File: src/rtl/hpu_if_ras_pkg.sv
// Shared types for the IF-stage return-address stack: quick-decode classes,
// pointer checkpoint, and the next-state helper used by both the fetch and flush paths.
package hpu_if_ras_pkg;

  localparam int RAS_DEPTH = 8;
  localparam int RAS_PTR_W = $clog2(RAS_DEPTH);
  localparam int RAS_CNT_W = $clog2(RAS_DEPTH + 1);
  localparam int PC_W      = 32;

  typedef logic [PC_W-1:0] pc_t;

  typedef enum logic [2:0] {
    NORMAL,
    BRANCH,
    JAL,
    JALR,
    IS_CALL,
    IS_RET
  } qdec_type_e;

  typedef struct packed {
    logic [RAS_PTR_W-1:0] ptr;
    logic [RAS_CNT_W-1:0] cnt;
  } ras_ckpt_t;

  typedef struct packed {
    ras_ckpt_t ckpt;
    logic      wr_en;
    pc_t       wr_data;
  } ras_next_t;

  localparam logic [RAS_CNT_W-1:0] RAS_CNT_MAX = RAS_CNT_W'(RAS_DEPTH);

  // A push always lands in the slot the new ptr points at, so no separate write address.
  function automatic ras_next_t ras_apply(input ras_ckpt_t ckpt, input qdec_type_e qtype,
                                          input pc_t pc);
    ras_next_t nxt;
    nxt.ckpt    = ckpt;
    nxt.wr_en   = 1'b0;
    nxt.wr_data = pc + PC_W'(4);
    case (qtype)
      IS_CALL: begin
        nxt.ckpt.ptr = ckpt.ptr + RAS_PTR_W'(1);
        nxt.wr_en    = 1'b1;
        if (ckpt.cnt != RAS_CNT_MAX) nxt.ckpt.cnt = ckpt.cnt + RAS_CNT_W'(1);
      end
      IS_RET: begin
        if (ckpt.cnt != '0) begin
          nxt.ckpt.ptr = ckpt.ptr - RAS_PTR_W'(1);
          nxt.ckpt.cnt = ckpt.cnt - RAS_CNT_W'(1);
        end
      end
      default: ;
    endcase
    return nxt;
  endfunction

endpackage

File: src/rtl/hpu_if_ras.sv
// Return-address stack fed by IF1 quick-decode: pushes link addresses on calls,
// predicts return targets on rets, and restores from a pipe checkpoint on backend flush.
module hpu_if_ras
  import hpu_if_ras_pkg::*;
(
  input  logic       clk_i,
  input  logic       rst_i,
  input  logic       if_vld_i,
  input  logic       if_stall_i,
  input  qdec_type_e qdec_type_i,
  input  pc_t        cur_inst_pc_i,
  output logic       ras_pred_vld_o,
  output pc_t        ras_pred_npc_o,
  output ras_ckpt_t  ras_ckpt_o,
  input  logic       flush_i,
  input  ras_ckpt_t  flush_ckpt_i,
  input  qdec_type_e flush_type_i,
  input  pc_t        flush_pc_i
);

  pc_t       stack_q [RAS_DEPTH];
  ras_ckpt_t ckpt_q;
  ras_next_t nxt_d;
  logic      upd;

  always_comb begin
    // NOTE: every always_comb output gets a default first so no path can infer a latch.
    upd   = if_vld_i & ~if_stall_i & ~flush_i;
    nxt_d = '{ckpt: ckpt_q, wr_en: 1'b0, wr_data: '0};
    if (flush_i)  nxt_d = ras_apply(flush_ckpt_i, flush_type_i, flush_pc_i);
    else if (upd) nxt_d = ras_apply(ckpt_q, qdec_type_i, cur_inst_pc_i);
  end

  // NOTE: sequential state uses non-blocking assignments so every flop samples pre-edge values.
  always_ff @(posedge clk_i) begin
    if (rst_i) ckpt_q <= '0;
    else       ckpt_q <= nxt_d.ckpt;
  end

  // NOTE: the stack array is deliberately not reset; cnt alone says which entries are live.
  always_ff @(posedge clk_i) begin
    if (!rst_i && nxt_d.wr_en) stack_q[nxt_d.ckpt.ptr] <= nxt_d.wr_data;
  end

  // Outputs are forced quiet while reset is held, before ckpt_q has been cleared.
  assign ras_pred_npc_o = stack_q[ckpt_q.ptr];
  assign ras_pred_vld_o = ~rst_i & if_vld_i & (qdec_type_i == IS_RET)
                        & (ckpt_q.cnt != '0) & ~flush_i;
  assign ras_ckpt_o     = rst_i ? '0 : ckpt_q;

endmodule
File: config.mk
export PLATFORM = sky130hd
export DESIGN_NAME = hpu_if_ras
export DESIGN_NICKNAME = d
export VERILOG_FILES = /design/src/rtl/hpu_if_ras_pkg.sv /design/src/rtl/hpu_if_ras.sv
export SDC_FILE = /design/constraint.sdc
export NUM_CORES = 1
export LEC_CHECK = 0
export ABC_AREA = 1
export BUFFER_PORTS_ARGS = -buffer_cell sky130_fd_sc_hd__buf_2
export CORE_ASPECT_RATIO = 0.7
export CORE_UTILIZATION = 45
export CTS_BUF_LIST = sky130_fd_sc_hd__clkbuf_16
export DETAILED_ROUTE_END_ITERATION = 8
export HOLD_SLACK_MARGIN = 0.08
export SYNTH_ARGS = -nofsm -noshare
export SYNTH_HDL_FRONTEND = slang
export SYNTH_SLANG_ARGS = --single-unit
File: constraint.sdc
create_clock -name clk_i -period 4.2 [get_ports clk_i]
set_clock_uncertainty 0.1 [all_clocks]
set_input_delay 0.42 -clock clk_i [delete_from_list [all_inputs] [get_ports clk_i]]
set_output_delay 0.42 -clock clk_i [all_outputs]
set_load 0.05 [all_outputs]
==> Word level (Yosys, flattened, before mapping) <==
Memory sizes are Yosys's and may differ from the RTL's. A register that Yosys moved wholly into a read port is not among the register bits.
Index checks and enable logic that the tools add are counted.
{ "classes": {"n_addsub": 10, "n_eq_ne": 8, "n_mux": 14, "n_bitwise": 9, "n_reduce_logical": 7} }
{ "ops": {"columns": ["cell", "n"], "rows": [
  ["$mux 40", 2],
  ["$add 32x3->32 const B", 2],
  ["$pmux 7 s2", 2],
  ["$mux 7", 3],
  ["$eq 3x3->1 const B", 4],
  ["$add 4x1->4 const B", 2],
  ["$mux 4", 2],
  ["$ne 4x4->1 const B", 2],
  ["$reduce_bool 4->1", 2],
  ["$sub 4x1->4 const B", 2],
  ["$add 3x1->3 const B", 2],
  ["$and 1x1->1", 6],
  ["$ne 3x3->1 const B", 2],
  ["$sub 3x1->3 const B", 2],
  ["$mux 1", 4],
  ["$reduce_and 4->1", 1],
  ["$mux 3", 1],
  ["$not 1->1", 3],
  ["$reduce_bool 3->1", 1],
  ["$reduce_bool 2->1", 1],
  ["$logic_and 1x1->1", 1],
  ["$logic_not 1->1", 1]
]} }
{ "word_totals": {"register_bits": 7, "mem_bits_rw": 256, "inputBits": 82, "word_cells": 51, "mem_count": 1} }
{ "mem_list": {"columns": ["memory", "depth", "word_bits", "rd", "rd_clocked_by_memory_dff", "write_ports", "line_no", "rtl"], "rows": [
  ["stack_q", 8, 32, 1, 1, 1, "hpu_if_ras.sv:21", "pc_t stack_q [RAS_DEPTH];"]
]} }

==> Depth between registers and ports, before layout <==
Gate-level depths: netlist of run 1.
{ "logic_depth": {"word_depth": 8, "depth_mapped": 14, "mapped_depth_nobuf": 12} }

==> Worst setup path before layout of run 1 <==
No wires, ideal clock.
{ "synth_timing": {"path_type": "flip-flop to flip-flop", "start": "register ckpt_q[4] in the netlist's numbering", "end": "memory stack_q[6][0] in the netlist's numbering (enable)", "setup_time_ns": 0.421, "arrival_ns": 2.985, "setup_slack_ns": 0.693, "path_stages_with_launch": 15, "path_cell_list": "dfxtp_1 > buf_4 > inv_2 > buf_6 > buf_4 > ha_1 > nand2_1 > inv_1 > nor2_1 > nand2_1 > nand3_2 > nand2_2 > inv_2 > nand2_1 > nor2_1"} }
{ "synth_via": {"elab_chain_cells": 5, "word_cells_on_any_way": 6, "classes_between": "add/sub (2); mux (4)"} }
{ "synth_lines": {"columns": ["item", "line_no", "rtl"], "rows": [
  ["from (decl)", "hpu_if_ras.sv:22", "ras_ckpt_t ckpt_q;"],
  ["from (signal assigned)", "hpu_if_ras.sv:37", "else ckpt_q <= nxt_d.ckpt;"],
  ["$sub 3x1->3", "hpu_if_ras_pkg.sv:49", "nxt.ckpt.ptr = ckpt.ptr - RAS_PTR_W'(1);"],
  ["$mux 7", "hpu_if_ras_pkg.sv:48", "if (ckpt.cnt != '0) begin"],
  ["$pmux 7 s2", "hpu_if_ras_pkg.sv:41", "case (qtype)"],
  ["$mux 40 (*)", "hpu_if_ras.sv:31", "else if (upd) nxt_d = ras_apply(ckpt_q, qdec_type_i, cur_inst_pc_i);"],
  ["$mux 40 (*)", "hpu_if_ras.sv:30", "if (flush_i) nxt_d = ras_apply(flush_ckpt_i, flush_type_i, flush_pc_i);"],
  ["to (decl)", "hpu_if_ras.sv:21", null]
]} }
Every way passes the cells marked *; elsewhere a longest branch is shown, timed or not. The select of a mux whose other input is x is not followed.

==> flow_summary_export.csv, run 1 <==
group,metric,value,unit
sta,worst_slack,0.6509,ns
power,p_leak,5.687,nW
die,start_util,46.43,%
sta,fin_setup_tns,0,ns
sta,finalCritPeriodShare,84.50,%
drt,dr.pass1.iters,5,
critical_path,reg2regPathDepth,10,
critical_path,critical_path.cell_chain,"buf_4 -> buf_4 -> o21ai_0 -> o22ai_1 -> nand2_1 -> nand2_1 -> buf_2",
clock_tree,clkTransAtPathRegs,0.07,ns
finish,layout_commonest_cell,"nand2_1",
clock_tree,cts_hold_buffers,0,
sta,max_freq,281.8,MHz
placement,port_buffers,121,
placement,dp_slack,1.158,ns
critical_path,cp_data_arrival_time,3.03,ns
worst_hold_path,hold_class,"input port to register",
sta,rsz0062_at_grt,"false",
synthesis,synth.distinct_cells,41,
clock_tree,ctsResizeCount,0,
finish,utilization,52.62,%
sta,finalCriticalPeriod,3.549,ns
power,switching_share,27.53,%
clock_tree,cts-root-buf,"clkbuf_16",
grt,first_global_vias,9400,
power,peakVddDrop,0.5064,mV
die,die_x,205.7,µm
synthesis,avgSynthCellArea,9.380,µm²
worst_hold_path,worstHoldPathCells,4,
grt,grt_pass1_wl,55.81,mm
grt,gr-total-overflow,0,
critical_path,required,3.68,ns
drt,wl,36.99,mm
drt,drt_iter0_markers,1005,
die,die_y,144.6,µm
critical_path,slowest_delay,0.68,ns
clock_tree,cts_made_buffers,24,
critical_path,critPathKind,"register to primary output",
sta,worst_pin_slew,1.303,ns
finish,area_delta_synth_final,13.32,%
placement,routabilityCongestion,0.9734,
drt,antenna_left,0,
power,pwr-share-seq,50.4,%
synthesis,async_flop_share,0,%
synthesis,ys_seq_elements,263,
sta,hold_viol,0,
critical_path,crit_family,"buffers and inverters",
synthesis,syn_nets,1486,
power,intPower,4.200,mW
power,p_sw,1.595,mW
power,p_per_area,391.4,nW/µm²
clock_tree,h-tree-depth,1,
sta,setup_viol,0,
critical_path,crit_fanout,73,
power,combinationalPowerShare,15.1,%
outcome,status,"finished clean",
finish,layout-drive-gt1-share,15.12,%
synthesis,synth_area,13070,µm²
clock_tree,post_cts_buffers,0,
clock_tree,clk_path_buf_depth,3,
finish,nets,1597,
grt,track_usage,25.18,%
drt,wire_per_inst,19.55,µm
grt,grt_max_degree,100,
die,io_pins,122,
synthesis,synthFlopType,"edfxtp_1",
flow_run,drv_cap,0,
power,pwr-share-clk,34.5,%
finish,antenna_cells,0,
critical_path,path_buf_inv,3,
clock_tree,numClockSinks,263,
die,row_count,51,
synthesis,yosysSeqAreaShare,59.91,%
critical_path,critPathCaptureType,"primary output",
finish,layout_common_cells,"nand2_1, edfxtp_1, nor2_1",
synthesis,synth-edff-count,256,
clock_tree,cts_tree,"done",
grt,antenna_found_initial,0,
sta,relSlewSlack,12.19,%
critical_path,slowest_stage,"buf_4",
drt,routed_via_density,5.490,
critical_path,path_depth,7,
clock_tree,clock_latency,0.52,ns
die,dieArea,29730,µm²
synthesis,ys_warn_count,0,
synthesis,synth_cells,1393,
sta,slew_violations,0,
critical_path,cp-start-kind,"register",
drt,vias,10390,
drt,drc_errors,0,
die,core_area,28140,µm²
placement,dp_hpwl,24.36,mm
==> final timing paths <==
| check | startpoint | to | slack, ns |
|---|---|---|---|
| min reg2reg | ckpt_q[0] | ckpt_q[0] | 0.54 |
| max | ckpt_q[4] | ras_pred_npc_o[26] | 0.65 |
| min | flush_ckpt_i[0] | ckpt_q[0] | 0.15 |
| max reg2reg | ckpt_q[4] | stack_q[0][24] | 1.16 |
==> worst reg2reg max path, delay by kind of cell (launching register included) <==
kind | cells | cell delay (ns)
xor+xnor | 1 | 0.12
fa+ha+maj | 1 | 0.28
buf+inv | 2 | 0.83
flops | 1 | 0.34
simple gates | 6 | 1.05
==> power by group through the flow <==
stage / Combinational (mW) / Clock (mW) / Sequential [mW]
2_1_floorplan: 0.592 / 0 / 2.97
3_3_place_gp: 0.864 / 0 / 2.98
3_5_place_dp: 0.871 / 0 / 2.98
4_1_cts: 0.875 / 2.04 / 2.92
5_1_grt: 0.956 / 2.13 / 2.92
6_report: 0.874 / 2.00 / 2.92
==> per-layer routing <==
metal | up-vias | routed length [µm] | global-route usage (%)
met1 | 4948 | 17630 | 37.90
met4 | 0 | 574 | 5.107
met5 | - | 0 | 0
met2 | 372 | 15810 | 37.09
li1 | 5031 | - | -
met3 | 37 | 2972 | 5.588
==> kinds of logic (layout without fill, tap and decap cells) <==
family / count (synthesis) / in the layout / synth area share, %
buffers and inverters: 150 / 278 / 4.979
AND/OR/NAND/NOR: 713 / 713 / 22.99
flip-flops: 263 / 263 / 59.91
AO/OA/AOI/OAI: 242 / 242 / 10.13
XOR/XNOR: 14 / 14 / 0.9384
adder cells (fa/ha/maj): 11 / 11 / 1.053
==> layout make-up <==
type	instances	area, µm²
clock buffer	25	625.6
multi-input combinational	980	4648
fill	2598	13330
timing repair buffer	144	803.3
clock inverter	18	81.33
inverter	91	350.3
tap	371	464.2
sequential	263	7834
==> registers in the layout (all words and copies together) (netlist names) <==
name / count
ckpt_q: 7
stack_q: 256
==> cell usage after synthesis (7+ instances only) <==
cell type | instances | area (µm²)
ha_1 | 11 | 137.6
a21oi_1 | 9 | 45.04
edfxtp_1 | 256 | 7687
nand2_1 | 345 | 1295
dfxtp_1 | 7 | 140.1
xor2_1 | 9 | 78.83
buf_4 | 10 | 75.07
buf_2 | 10 | 50.05
nand3_1 | 69 | 345.3
nor2_2 | 12 | 75.07
o22ai_1 | 66 | 412.9
o21ai_0 | 157 | 785.8
nand4_1 | 13 | 81.33
inv_1 | 85 | 319.1
nor3_1 | 15 | 75.07
nor2_1 | 227 | 852.1
clkbuf_1 | 34 | 127.6
==> through the flow <==
stage / total power, mW / cell area (µm²) / cells / hold WS, ns
after floorplan: 3.562 / 13070 / 1393 / 0.3924
after global placement: 3.841 / 14100 / 1849 / 0.5151
after detailed placement: 3.849 / 14100 / 1849 / 0.5344
after CTS: 5.839 / 14810 / 1892 / 0.1411
after global routing: 6.006 / 14810 / 1892 / 0.1838
final: 5.795 / 14810 / 1892 / 0.1544
(Power assumes the default switching activity.)
==> run 2: changes to the inputs <==
PLACE_DENSITY = 0.66   (was unset)
clock period = 3.1 ns   (was 4.2 ns; I/O delays follow)
==> run 2 against run 1 <==
Via count is 1.5% higher. Sequential share of layout area is 0.95 points lower. Total power up 41%. First-iteration DRC count down 12%. Critical path depth unchanged. Critical path type unchanged. Critical endpoint is now ras_pred_npc_o[19]. Highest routed layer unchanged.
==> flow_summary_export.csv, run 2 (same netlist as run 1, synthesis figures left out) <==
group,metric,value,unit
outcome,status,"finished clean",
drt,wl,36.63,mm
critical_path,crit_fanout,28,
critical_path,crit_path_end,"ras_pred_npc_o[19]",
sta,hold_viol,0,
drt,vias,10540,
critical_path,rrSetupSlack,0.47,ns
power,total_power,8.174,mW
clock_tree,clk_path_buf_depth,3,
finish,antenna_cells,0,
grt,grt_pass1_wl,56.59,mm
placement,placed_area,14260,µm²
drt,dr.pass1.iters,7,
drt,drc_errors,0,
sta,relSlewSlack,30.32,%
drt,wire_per_inst,19.20,µm
grt,gr-total-overflow,0,
finish,final_cells,1908,
finish,utilization,53.58,%
finish,layout-drive-gt1-share,15.81,%
grt,antenna_found_initial,0,
sta,max_freq,345.7,MHz
critical_path,setup.worst_path.start,"ckpt_q[5]",
clock_tree,cts-root-buf,"clkbuf_16",
grt,first_global_vias,9874,
clock_tree,numClockSinks,263,
critical_path,reg2reg_to,"stack_q[6][25]",
die,row_count,51,
clock_tree,h-tree-depth,1,
sta,slew_violations,0,
critical_path,critPathKind,"register to primary output",
clock_tree,clkTransAtPathRegs,0.06,ns
worst_hold_path,hold_class,"input port to register",
finish,largest_register_ffs,256,
critical_path,slowest_stage,"dfxtp_2",
drt,antenna_left,0,
finish,top_register,"stack_q",
finish,layout_commonest_cell,"nand2_1",
sta,finalCriticalPeriod,2.892,ns
die,core_area,28140,µm²
sta,setup_viol,0,
clock_tree,post_cts_buffers,0,
die,dieArea,29730,µm²
critical_path,required,2.69,ns
sta,worst_pin_slew,1.034,ns
finish,final_area,15080,µm²
placement,placed_cells,1865,
power,p_leak,5.808,nW
placement,dp_slack,0.5209,ns
drt,drt_iter0_markers,885,
sta,rsz0062_at_grt,"false",
drt,routed_via_density,5.524,
placement,dp_hpwl,24.94,mm
clock_tree,cts_tree,"done",
die,die_x,205.7,µm
power,peakVddDrop,0.4950,mV
sta,whs,0.1597,ns
critical_path,path_buf_inv,3,
finish,area_delta_synth_final,15.39,%
critical_path,cp_data_arrival_time,2.48,ns
finish,largestRegisters,"stack_q: 256 flops, ckpt_q: 7 flops",
placement,port_buffers,121,
die,io_pins,122,
critical_path,timing.critical_path.mode_cell,"nand2_1",
die,start_util,46.43,%
sta,worst_slack,0.2077,ns
critical_path,path_depth,7,
finish,nets,1615,
power,p_per_area,542.1,nW/µm²
critical_path,slowest_delay,0.55,ns
critical_path,cp-start-kind,"register",
critical_path,reg2regPathDepth,12,
die,die_y,144.6,µm
critical_path,critPathCaptureType,"primary output",
placement,routabilityCongestion,1.000,
clock_tree,cts_made_buffers,24,
flow_run,drv_cap,0,
clock_tree,clock_latency,0.52,ns
grt,grt_max_degree,131,
critical_path,r2r-start,"ckpt_q[5]",
critical_path,critical_path.cell_chain,"buf_6 -> buf_4 -> o21ai_0 -> o22ai_1 -> nand2_1 -> nand2_1 -> buf_2",
sta,fin_setup_tns,0,ns
grt,track_usage,25.28,%
sta,finalCritPeriodShare,93.30,%
finish,layout_common_cells,"nand2_1, edfxtp_1, nor2_1",
critical_path,crit_family,"buffers and inverters",
==> run 2: changes by cell type in the layout (fill, tap and decap cells not counted), sizes merged <==
cell,before,now
inv,94,91
clkbuf,25,24
buf,144,160
bufinv,0,4
dlygate4sd3,0,2
clkinv,15,13
==> run 2: worst min-delay path by stage <==
| stage | from | to | slack [ns] | cells after the start |
|---|---|---|---|---|
| final | flush_ckpt_i[1] | ckpt_q[1] | 0.16 | 7 |
| after global routing | flush_ckpt_i[5] | ckpt_q[5] | 0.19 | 5 |
| after CTS | flush_ckpt_i[1] | ckpt_q[1] | 0.14 | 7 |
| after detailed placement | ckpt_q[1] | ckpt_q[1] | 0.52 | 4 |
| after global placement | ckpt_q[1] | ckpt_q[1] | 0.52 | 4 |
| after floorplan | rst_i | ckpt_q[6] | 0.28 | 1 |
==> run 2: routing by layer <==
metal	vias up	part of all wire [%]	wire (µm)	global-route usage, %
met4	0	1.1	413	4.366
met3	27	10	3698	6.963
li1	5052	-	-	-
met2	421	43	15890	37.99
met1	5039	45	16620	36.80
met5	-	0	0	0
==> run 2: power by group <==
| part | total, mW | internal, mW | switching (mW) |
|---|---|---|---|
| combinational | 1.19 | 0.308 | 0.881 |
| sequential | 3.96 | 3.94 | 0.0250 |
| clock | 3.02 | 1.74 | 1.28 |
| total | 8.17 | 5.99 | 2.19 |
==> run 2: cell type report <==
cell class                 count  area (µm²)
clock buffer                  24       600.6
clock inverter                17       187.7
fill                        2522       13060
inverter                      91       350.3
multi-input combinational    980        4648
sequential                   263        7834
tap                          371       464.2
timing repair buffer         162       992.2
==> run 2: repair_timing <==
item,CTS,global route
hold buffers,2,0
endpoints found under the setup margin,0,19
hold endpoints to repair,5,0
resized for setup,0,3
==> run 2: worst register-to-register path: cells and delay by family, from the launching register on <==
family          cells  cell delay [ns]
fa+ha+maj           1             0.23
buf+inv             4             0.60
compound gates      1             0.14
flops               1             0.55
simple gates        6             0.69
==> run 3: changes to the inputs <==
BUFFER_PORTS_ARGS = -buffer_cell sky130_fd_sc_hd__buf_4   (was -buffer_cell sky130_fd_sc_hd__buf_2)
CORE_ASPECT_RATIO = unset   (was 0.7)
GPL_TIMING_DRIVEN = 0   (was unset)
==> run 3 against run 2 <==
Maximum frequency is 1.9% lower. Non-clock buffer count is 38 higher. Worst hold slack worse by 0.012 ns. Clock power is 4% higher. Global-route usage grew 1.3 points. Setup slack got worse by 0.056 ns. Die area is essentially flat. Largest power group unchanged.
==> flow_summary_export.csv, run 3 (same netlist as run 1, synthesis figures left out) <==
group,metric,value,unit
outcome,status,"finished clean",
grt,first_global_vias,10250,
clock_tree,clk_path_buf_depth,3,
critical_path,slowest_stage,"dfxtp_1",
worst_hold_path,hold_class,"input port to register",
sta,hold_viol,0,
critical_path,cp_data_arrival_time,2.54,ns
critical_path,timing.critical_path.mode_cell,"nand2_1",
critical_path,slowest_delay,0.42,ns
die,io_pins,122,
sta,fin_setup_tns,0,ns
power,total_power,8.414,mW
critical_path,required,2.69,ns
sta,slew_violations,0,
clock_tree,clkTransAtPathRegs,0.06,ns
drt,antenna_left,0,
clock_tree,cts_tree,"done",
power,peakVddDrop,0.4337,mV
finish,layout_commonest_cell,"nand2_1",
drt,dr.pass1.iters,6,
sta,setup_viol,0,
critical_path,critical_path.cell_chain,"buf_2 -> clkbuf_1 -> o21ai_0 -> o22ai_1 -> nand2_1 -> nand2_1 -> buf_4",
clock_tree,clock_latency,0.52,ns
power,p_per_area,534.7,nW/µm²
finish,largest_register_ffs,256,
die,die_y,172.4,µm
critical_path,critPathCaptureType,"primary output",
placement,dp_slack,-0.2873,ns
drt,wl,38.57,mm
die,dieArea,29720,µm²
sta,max_freq,339.2,MHz
grt,track_usage,26.58,%
clock_tree,cts_made_buffers,27,
critical_path,rrSetupSlack,0.18,ns
finish,multi_input_area,4648,µm²
sta,relSlewSlack,7.094,%
sta,finalCriticalPeriod,2.948,ns
die,start_util,45.65,%
finish,regArea,7829,µm²
grt,gr-total-overflow,0,
clock_tree,cts-root-buf,"clkbuf_16",
critical_path,critPathKind,"register to primary output",
grt,antenna_found_initial,0,
finish,nets,1656,
drt,vias,10710,
clock_tree,numClockSinks,263,
critical_path,cp-start-kind,"register",
finish,largestRegisters,"stack_q: 256 flops, ckpt_q: 7 flops",
drt,drt_iter0_markers,1089,
sta,rsz0062_at_grt,"false",
power,p_leak,6.050,nW
flow_run,drv_cap,0,
drt,drc_errors,0,
sta,worst_pin_slew,1.379,ns
grt,grt_max_degree,25,
critical_path,crit_fanout,10,
grt,grt_pass1_wl,58.33,mm
placement,dp_hpwl,27.92,mm
finish,layout-drive-gt1-share,16.19,%
placement,routabilityCongestion,0.9534,
drt,routed_via_density,5.448,
finish,top_register,"stack_q",
finish,area_delta_synth_final,20.44,%
sta,worst_slack,0.1517,ns
die,die_x,172.4,µm
drt,wire_per_inst,19.63,µm
finish,layout_common_cells,"nand2_1, edfxtp_1, nor2_1",
die,core_area,28630,µm²
die,row_count,62,
clock_tree,h-tree-depth,1,
finish,antenna_cells,0,
placement,port_buffers,120,
sta,finalCritPeriodShare,95.11,%
finish,fillers,2556,
run 3: through the flow:
step | util, % | std cells | area [µm²] | hold slack [ns]
5_1_grt | 54.98 | 1965 | 15740 | 0.1693
3_3_place_gp | 50.49 | 1897 | 14450 | 0.4090
6_report | 54.98 | 1965 | 15740 | 0.1473
3_5_place_dp | 51.29 | 1905 | 14680 | 0.4103
4_1_cts | 54.77 | 1963 | 15680 | 0.1360
2_1_floorplan | - | 1393 | 13070 | 0.2824
run 3: report_power, final:
| group | switching, mW | internal [mW] | total, mW |
|---|---|---|---|
| Sequential | 0.0125 | 3.94 | 3.95 |
| Clock | 1.31 | 1.83 | 3.14 |
| Combinational | 0.930 | 0.389 | 1.32 |
run 3: what timing repair did:
item / 4_1_cts / 5_1_grt
gates resized for setup: 0 / 13
setup buffers: 10 / 1
hold buffers: 2 / 0
hold endpoints to repair: 4 / 0
pin swaps: 7 / 1
cloned: 0 / 1
endpoints found under the setup margin: 220 / 201
run 3: final cells by class:
| type | count | area share [%] |
|---|---|---|
| plain buffers | 58 | 1.956 |
| clock buffers | 27 | 4.293 |
| clock inverters | 20 | 1.129 |
| inverters | 91 | 2.218 |
| multi-input cells | 980 | 29.54 |
| flip-flops and latches | 263 | 49.75 |
| well taps | 384 | 3.053 |
| repair buffers | 142 | 8.070 |
run 3: path summary, 6_finish.rpt:
path                   from  cells after the start            endpoint
setup / recovery  ckpt_q[5]                      7  ras_pred_npc_o[30]
hold / removal      flush_i                      6           ckpt_q[1]
setup reg to reg  ckpt_q[4]                     16      stack_q[4][15]
hold reg to reg   ckpt_q[0]                      2           ckpt_q[0]
run 3: worst max-delay path: cells and delay by family, from the launching register on:
family / cells / cell delay [ns]
buffers and inverters: 3 / 0.95
AO/OA/AOI/OAI: 2 / 0.43
flip-flops: 1 / 0.42
AND/OR/NAND/NOR: 2 / 0.20
run 3: routing by layer:
layer	routed length [µm]	global-route usage [%]	vias up
met1	16070	35.90	5025
met5	0	0	-
met2	18300	45.04	481
met4	943	7.272	0
met3	3256	3.365	60
li1	-	-	5140
